`src/rtl/cla32_pipe.sv`:
```
// cla32_pipe: two-stage pipelined 32-bit carry-lookahead adder/subtractor.
// Stage 1 conditions the operands, forms per-bit propagate/generate and
// reduces them to per-nibble group propagate/generate through eight 4-bit
// lookahead units. Stage 2 resolves the group carries with a second
// lookahead level, expands them to bit carries and registers sum and flags.
// A valid/ready handshake on both sides lets the consumer stall the pipe.

module cla32_pipe #(
    parameter int WIDTH = 32
) (
    input  logic             clk,
    input  logic             reset,
    input  logic             in_valid,
    output logic             in_ready,
    input  logic [WIDTH-1:0] a,
    input  logic [WIDTH-1:0] b,
    input  logic             sub,
    input  logic             cin,
    output logic             out_valid,
    input  logic             out_ready,
    output logic [WIDTH-1:0] sum,
    output logic             cout,
    output logic             ovf,
    output logic             zero
);

    // Eight nibble groups; the second lookahead level is two 4-group units,
    // so the structure below is built for WIDTH = 32.
    localparam int NG = WIDTH / 4;

    // 4-bit lookahead unit, group outputs: {group propagate, group generate}
    function automatic logic [1:0] pg4_group(input logic [3:0] p, input logic [3:0] g);
        logic pg;
        logic gg;
        pg = &p;
        gg = g[3] | (p[3] & g[2]) | (p[3] & p[2] & g[1]) | (p[3] & p[2] & p[1] & g[0]);
        return {pg, gg};
    endfunction

    // 4-bit lookahead unit, carry outputs: c[0] is the carry-in, c[3:1] the
    // carries into positions 1..3, all computed directly from p/g and cin.
    function automatic logic [3:0] pg4_carry(input logic [3:0] p, input logic [3:0] g,
                                             input logic ci);
        logic [3:0] c;
        c[0] = ci;
        c[1] = g[0] | (p[0] & ci);
        c[2] = g[1] | (p[1] & g[0]) | (p[1] & p[0] & ci);
        c[3] = g[2] | (p[2] & g[1]) | (p[2] & p[1] & g[0]) | (p[2] & p[1] & p[0] & ci);
        return c;
    endfunction

    // ------------------------------------------------------------------
    // Handshake
    // ------------------------------------------------------------------
    logic s1_valid_reg;
    logic out_valid_reg;
    logic adv_out;
    logic adv_s1;

    assign adv_out  = !out_valid_reg || out_ready;
    assign adv_s1   = !s1_valid_reg || adv_out;
    assign in_ready = adv_s1;

    // ------------------------------------------------------------------
    // Stage 1: operand conditioning and first lookahead level
    // ------------------------------------------------------------------
    logic [WIDTH-1:0] bb;
    logic             c0_next;
    logic [WIDTH-1:0] p_next;
    logic [WIDTH-1:0] g_next;
    logic [NG-1:0]    grp_p_next;
    logic [NG-1:0]    grp_g_next;

    // Subtraction is A + ~B + 1; the add carry-in is ignored in that case.
    assign bb      = sub ? ~b : b;
    assign c0_next = sub ? 1'b1 : cin;
    assign p_next  = a ^ bb;
    assign g_next  = a & bb;

    generate
        for (genvar gi = 0; gi < NG; gi++) begin : g_s1_groups
            assign {grp_p_next[gi], grp_g_next[gi]} =
                pg4_group(p_next[4*gi +: 4], g_next[4*gi +: 4]);
        end
    endgenerate

    logic [WIDTH-1:0] s1_p_reg;
    logic [WIDTH-1:0] s1_g_reg;
    logic [NG-1:0]    s1_grp_p_reg;
    logic [NG-1:0]    s1_grp_g_reg;
    logic             s1_c0_reg;

    // ------------------------------------------------------------------
    // Stage 2: second lookahead level, bit carries, sum and flags
    // ------------------------------------------------------------------
    logic       pg_lo;
    logic       gg_lo;
    logic       pg_hi;
    logic       gg_hi;
    logic [3:0] c_lo;
    logic [3:0] c_hi;
    logic       c4;
    logic       c32;
    logic [NG-1:0]    grp_c;
    logic [WIDTH-1:0] bit_c;
    logic [WIDTH-1:0] sum_next;
    logic             ovf_next;
    logic             zero_next;

    assign {pg_lo, gg_lo} = pg4_group(s1_grp_p_reg[3:0], s1_grp_g_reg[3:0]);
    assign {pg_hi, gg_hi} = pg4_group(s1_grp_p_reg[7:4], s1_grp_g_reg[7:4]);
    assign c_lo = pg4_carry(s1_grp_p_reg[3:0], s1_grp_g_reg[3:0], s1_c0_reg);
    assign c4   = gg_lo | (pg_lo & s1_c0_reg);
    assign c_hi = pg4_carry(s1_grp_p_reg[7:4], s1_grp_g_reg[7:4], c4);
    assign c32  = gg_hi | (pg_hi & c4);

    // Group carry-ins: C0..C3 from the lower unit, C4..C7 from the upper one.
    assign grp_c = {c_hi, c_lo};

    generate
        for (genvar gi = 0; gi < NG; gi++) begin : g_s2_bits
            assign bit_c[4*gi +: 4] =
                pg4_carry(s1_p_reg[4*gi +: 4], s1_g_reg[4*gi +: 4], grp_c[gi]);
        end
    endgenerate

    assign sum_next  = s1_p_reg ^ bit_c;
    assign ovf_next  = bit_c[WIDTH-1] ^ c32;
    assign zero_next = (sum_next == '0);

    logic [WIDTH-1:0] sum_reg;
    logic             cout_reg;
    logic             ovf_reg;
    logic             zero_reg;

    // Stage 1 register: advances whenever stage 1 is empty or draining.
    always_ff @(posedge clk) begin
        if (reset) begin
            s1_valid_reg <= 1'b0;
            s1_p_reg     <= '0;
            s1_g_reg     <= '0;
            s1_grp_p_reg <= '0;
            s1_grp_g_reg <= '0;
            s1_c0_reg    <= 1'b0;
        end else if (adv_s1) begin
            s1_valid_reg <= in_valid;
            if (in_valid) begin
                s1_p_reg     <= p_next;
                s1_g_reg     <= g_next;
                s1_grp_p_reg <= grp_p_next;
                s1_grp_g_reg <= grp_g_next;
                s1_c0_reg    <= c0_next;
            end
        end
    end

    // Output register: holds while the consumer stalls, loads only real data.
    always_ff @(posedge clk) begin
        if (reset) begin
            out_valid_reg <= 1'b0;
            sum_reg       <= '0;
            cout_reg      <= 1'b0;
            ovf_reg       <= 1'b0;
            zero_reg      <= 1'b0;
        end else if (adv_out) begin
            out_valid_reg <= s1_valid_reg;
            if (s1_valid_reg) begin
                sum_reg  <= sum_next;
                cout_reg <= c32;
                ovf_reg  <= ovf_next;
                zero_reg <= zero_next;
            end
        end
    end

    assign out_valid = out_valid_reg;
    assign sum       = sum_reg;
    assign cout      = cout_reg;
    assign ovf       = ovf_reg;
    assign zero      = zero_reg;

endmodule

```
`config.mk`:
```
export PLATFORM = sky130hd
export DESIGN_NAME = cla32_pipe
export DESIGN_NICKNAME = d
export VERILOG_FILES = /design/src/rtl/cla32_pipe.sv
export SDC_FILE = /design/constraint.sdc
export NUM_CORES = 1
export LEC_CHECK = 0
export ABC_AREA = 1
export CAP_MARGIN = 20
export CELL_PAD_IN_SITES_DETAIL_PLACEMENT = 1
export CELL_PAD_IN_SITES_GLOBAL_PLACEMENT = 2
export CORE_MARGIN = 2
export CORE_UTILIZATION = 30
export CTS_CLUSTER_SIZE = 14
export DETAILED_ROUTE_END_ITERATION = 8
export PLACE_DENSITY = 0.87
export SKIP_CTS_REPAIR_TIMING = 1
export SLEW_MARGIN = 30
export SYNTH_ARGS = -nofsm -noshare
export SYNTH_HDL_FRONTEND = slang
export SYNTH_SLANG_ARGS = --single-unit
```
`constraint.sdc`:
```
create_clock -name clk -period 2.7 [get_ports clk]
set_clock_uncertainty 0.1 [all_clocks]
set_input_delay 0.54 -clock clk [delete_from_list [all_inputs] [get_ports clk]]
set_output_delay 0.54 -clock clk [all_outputs]
set_load 0.02 [all_outputs]
```
# Yosys cells after proc, flatten, opt, wreduce, memory -nomap -nowiden
# Index checks and enable logic that the tools add are counted.
[word_totals] rom_bits=0 ramBits=0 regBits=117 latch_bits=0 output_inout_bits=37 n_memories=0
[op_classes] muxes=2 add_sub_neg=0 magnitude_cmp=0 eq_ne=0 div_mod_pow=0 n_mul=0 shifts=0 n_reduce_logical=17 n_bitwise=239
[ops] op="AND 1 bit" count=142
[ops] op="OR 1 bit" count=92
[ops] op="bitwise XOR 32 bit" count=2
[ops] op="AND reduction 4 bit" count=10
[ops] op="AND 32 bit" count=1
[ops] op="logical NOT 32 bit" count=1
[ops] op="2-to-1 mux 32 bit" count=1
[ops] op="inverter 32 bit" count=1
[ops] op="AND reduction 2 bit" count=2
[ops] op="logical NOT 1 bit" count=2
[ops] op="logical OR 1 bit" count=2
[ops] op="2-to-1 mux 1 bit" count=1
[ops] op="bitwise XOR 1 bit" count=1

# Logic depth before layout (Yosys ltp)
[logic_depth] word_depth=11 ltp_mapped=19

# Worst setup path after synthesis
# Ideal clock, no wire load.
[synth_path] path_kind="input to register" start="in sub" end="reg s1_grp_g_reg[4]" arrival_time_ps=1987 t_required_ps=2484 setup_ps=116 path_slack_ps=497 stages=10 cell_sequence="clkbuf_1 -> buf_2 -> xor2_1 -> ha_1 -> nand2_1 -> inv_1 -> a221oi_1 -> nand3_1 -> o211ai_1 -> inv_1"
[synth_between] elab_chain_len=6
[synth_lines] item="start: declaration" line="17" rtl="input logic sub,"
[synth_lines] item="2-to-1 mux 32 bit *" line="75" rtl="assign bb = sub ? ~b : b;"
[synth_lines] item="bitwise XOR 32 bit *" line="77" rtl="assign p_next = a ^ bb;"
[synth_lines] item="net p_next[19]" line="69" rtl="logic [WIDTH-1:0] p_next;"
[synth_lines] item="AND 1 bit" line="36" rtl="gg = g[3] | (p[3] & g[2]) | (p[3] & p[2] & g[1]) | (p[3] & p[2] & p[1] & g[0]);"
[synth_lines] item="OR 1 bit or AND 1 bit (tied branches) (2 in a row)" line="36"
[synth_lines] item="OR 1 bit *" line="36"
[synth_lines] item="end signal: assignment" line="151" rtl="s1_grp_g_reg <= grp_g_next;"
[synth_lines] item="end: declaration" line="90" rtl="logic [NG-1:0] s1_grp_g_reg;"
# Mark *: on every way through the listed nets, which the timed path passes. The rest lies on a longest branch.
# A chain may end at the register's enable or synchronous reset.

# Worst setup path in the final report
[layout_path] start="in out_ready" end="out in_ready"
[layout_between] elab_chain_len=2
[layout_lines] item="start: declaration" line="20" rtl="input logic out_ready,"
[layout_lines] item="logical OR 1 bit" line="60" rtl="assign adv_out = !out_valid_reg || out_ready;"
[layout_lines] item="logical OR 1 bit" line="61" rtl="assign adv_s1 = !s1_valid_reg || adv_out;"
[layout_lines] item="end: declaration" line="14" rtl="output logic in_ready,"
# No other way between the ends.

==> results.sh <==
export IMPL_regArea_um2=2200
export IMPL_synth_cells=770
export IMPL_cts_sinks=110
export IMPL_cts_root_buf="clkbuf_16"
export IMPL_wl_per_cell_um=15.0
export IMPL_fillers=2268
export IMPL_netlist_top_cells_count="123 x nand2_1, 110 x dfxtp_1, 100 x nor2_1"
export IMPL_syn_to_final_growth_pct=29.3
export IMPL_detailed_place_hpwl_um=12700
export IMPL_yosysSeqAreaShare_pct=38.6
export IMPL_yosysWarnings=0
export IMPL_rows=50
export IMPL_first_pass_iters=5
export IMPL_timing_fmax_ghz=0.406
export IMPL_end_kind="output pin"
export IMPL_met1_usage_pct=24.1
export IMPL_crit_type="in -> out"
export IMPL_post_place_ws_ns=0.228
export IMPL_synth_area_um2=5710
export IMPL_ys_flop_type="dfxtp_1"
export IMPL_ctsLongestPathBuffers=2
export IMPL_maxCapViolCount=0
export IMPL_overflow=0
export IMPL_busiest_layer="met2"
export IMPL_insertion_delay_ns=0.35
export IMPL_powerDensity_nw_per_um2=566
export IMPL_gp_congestion=0.782
export IMPL_drt_iter0_drc=252
export IMPL_synth_edff_count=0
export IMPL_critPathLaunchType="input port"
export IMPL_cts_tree="done"
export IMPL_final_hold_violation_count=0
export IMPL_multi_input_area_um2=3090
export IMPL_grt_pass1_wl_um=27300
export IMPL_min_path_type="reg -> reg"
export IMPL_tightest_slew_ns=0.454
export IMPL_max_slew_margin_rel_pct=69.6
export IMPL_drive_above_1_share_pct=5.63
export IMPL_die_y_um=142
export IMPL_grt_antenna_before_repair=0
export IMPL_final_core_util_pct=39.5
export IMPL_synth_seq_cells=110
export IMPL_syn_avg_cell_area_um2=7.41
export IMPL_min_period_ns=2.46
export IMPL_synthArstFlopShare_pct=0
export IMPL_core_area_um2=18700
export IMPL_gr_usage_met3_pct=1.99
export IMPL_grt_use_met2_pct=27.5
export IMPL_cp_required_ns=2.06
export IMPL_dieArea_um2=20100
export IMPL_synth_area_top_cells="dfxtp_1 39%, ha_1 8.8%, nand2_1 8.1%"
export IMPL_synth_top_cell_area_share_pct=38.6
export IMPL_ant_nets=0
export IMPL_vdd_drop_max_mv=0.226
export IMPL_initial_core_util_pct=30.5
export IMPL_post_drt_via_cell_ratio=4.80
export IMPL_io_buffer_count=106
export IMPL_setup_violations_final=0
export IMPL_p_leak_nw=3.33
export IMPL_cts_buffers=9
export IMPL_diodes=0
export IMPL_arrival_ns=1.82
export IMPL_drv_slew=0
export IMPL_grt_max_degree=61
export IMPL_dpl_instance_area_um2=7080
export IMPL_fin_ws_ns=0.238
export IMPL_vias=5307
export IMPL_synth_most_common_cell="nand2_1"
export IMPL_crit_fanout=3
export IMPL_syn_num_nets=880
export IMPL_hold_ws_ns=0.358
export IMPL_grt_use_total_pct=17.1
export IMPL_htree_levels=3
export IMPL_stdcell_area_um2=7380
export IMPL_fin_nets=976
export IMPL_die_w_um=142
export IMPL_yosysUniqueCellTypes=30
export IMPL_wl_um=16600
export IMPL_outcome="completed"
export IMPL_clkTransAtPathRegs_ns=0.07
export IMPL_grt_pass1_vias=5334
export IMPL_fin_crit_sh_pct=91.2
export IMPL_io_pins=107
export IMPL_yosys_area_top_type="dfxtp_1"
export IMPL_rsz0062_at_grt="false"
export IMPL_drc=0
export IMPL_tns_ns=0
-- final cells by class --
class,count,area share [%]
clock inverter,2,0.186
inverter,76,3.86
multi-input combinational,548,41.8
sequential,110,29.8
clock buffer,14,3.85
timing repair buffer,121,16.5
tap,234,3.97
-- cell families after synthesis --
logic type	synth area share, %
simple gates	21.8
flops	38.6
compound gates	17.2
buf+inv	7.54
fa+ha+maj	8.77
xor+xnor	6.14
-- final timing paths --
| path | start | endpoint | slack, ns | cells after the start |
|---|---|---|---|---|
| setup / recovery | out_ready | in_ready | 0.24 | 4 |
| hold / removal | s1_g_reg[10]$_SDFFE_PP0P_ | s1_g_reg[10]$_SDFFE_PP0P_ | 0.36 | 2 |
| setup reg to reg | s1_grp_g_reg[1]$_SDFFE_PP0P_ | zero$_SDFFE_PP0P_ | 0.37 | 19 |
| hold reg to reg | s1_g_reg[10]$_SDFFE_PP0P_ | s1_g_reg[10]$_SDFFE_PP0P_ | 0.36 | 2 |
-- stage by stage --
step / total power [mW] / cells
final: 4.18 / 1105
after global routing: 4.42 / 1105
after CTS: 4.23 / 1105
after detailed placement: 2.89 / 1089
after global placement: 2.87 / 1089
after floorplan: 2.45 / 770
-- per-layer routing --
metal / vias up / part of all wire [%]
met2: 77 / 45
met3: 12 / 2.2
li1: 2741 / -
met5: - / 0
met4: 0 / 1.2
met1: 2477 / 52
-- worst max-delay path: stages --
cell and delay [ns]:
clkdlybuf4s50_1 0.46, inv_1 0.08, nand3_1 0.13, clkdlybuf4s50_1 0.62
-- placed cells by master, fill, tap and decap left out, types with 2 or more instances in the layout --
cell / n
nand2_1: 122
dfxtp_1: 110
clkdlybuf4s50_1: 105
nor2_1: 100
inv_1: 73
o21ai_0: 71
a21oi_1: 63
ha_1: 40
nand3_1: 38
xor2_1: 36
o211ai_1: 19
nand2_2: 12
buf_4: 11
nand4_1: 10
clkbuf_16: 9
a221oi_1: 8
a31oi_1: 5
nand3b_1: 5
xnor2_1: 4
clkbuf_8: 4
buf_12: 4
nor3_1: 3
a21o_1: 2
inv_2: 2
o21bai_1: 2
and3_1: 2
-- power by group --
group / switching [mW] / leakage (nW) / internal (mW)
Combinational: 0.557 / 2.28 / 0.433
Clock: 0.607 / 0.149 / 0.729
Sequential: 0.103 / 0.908 / 1.75
Note: power is estimated with default switching activity, not from simulation.
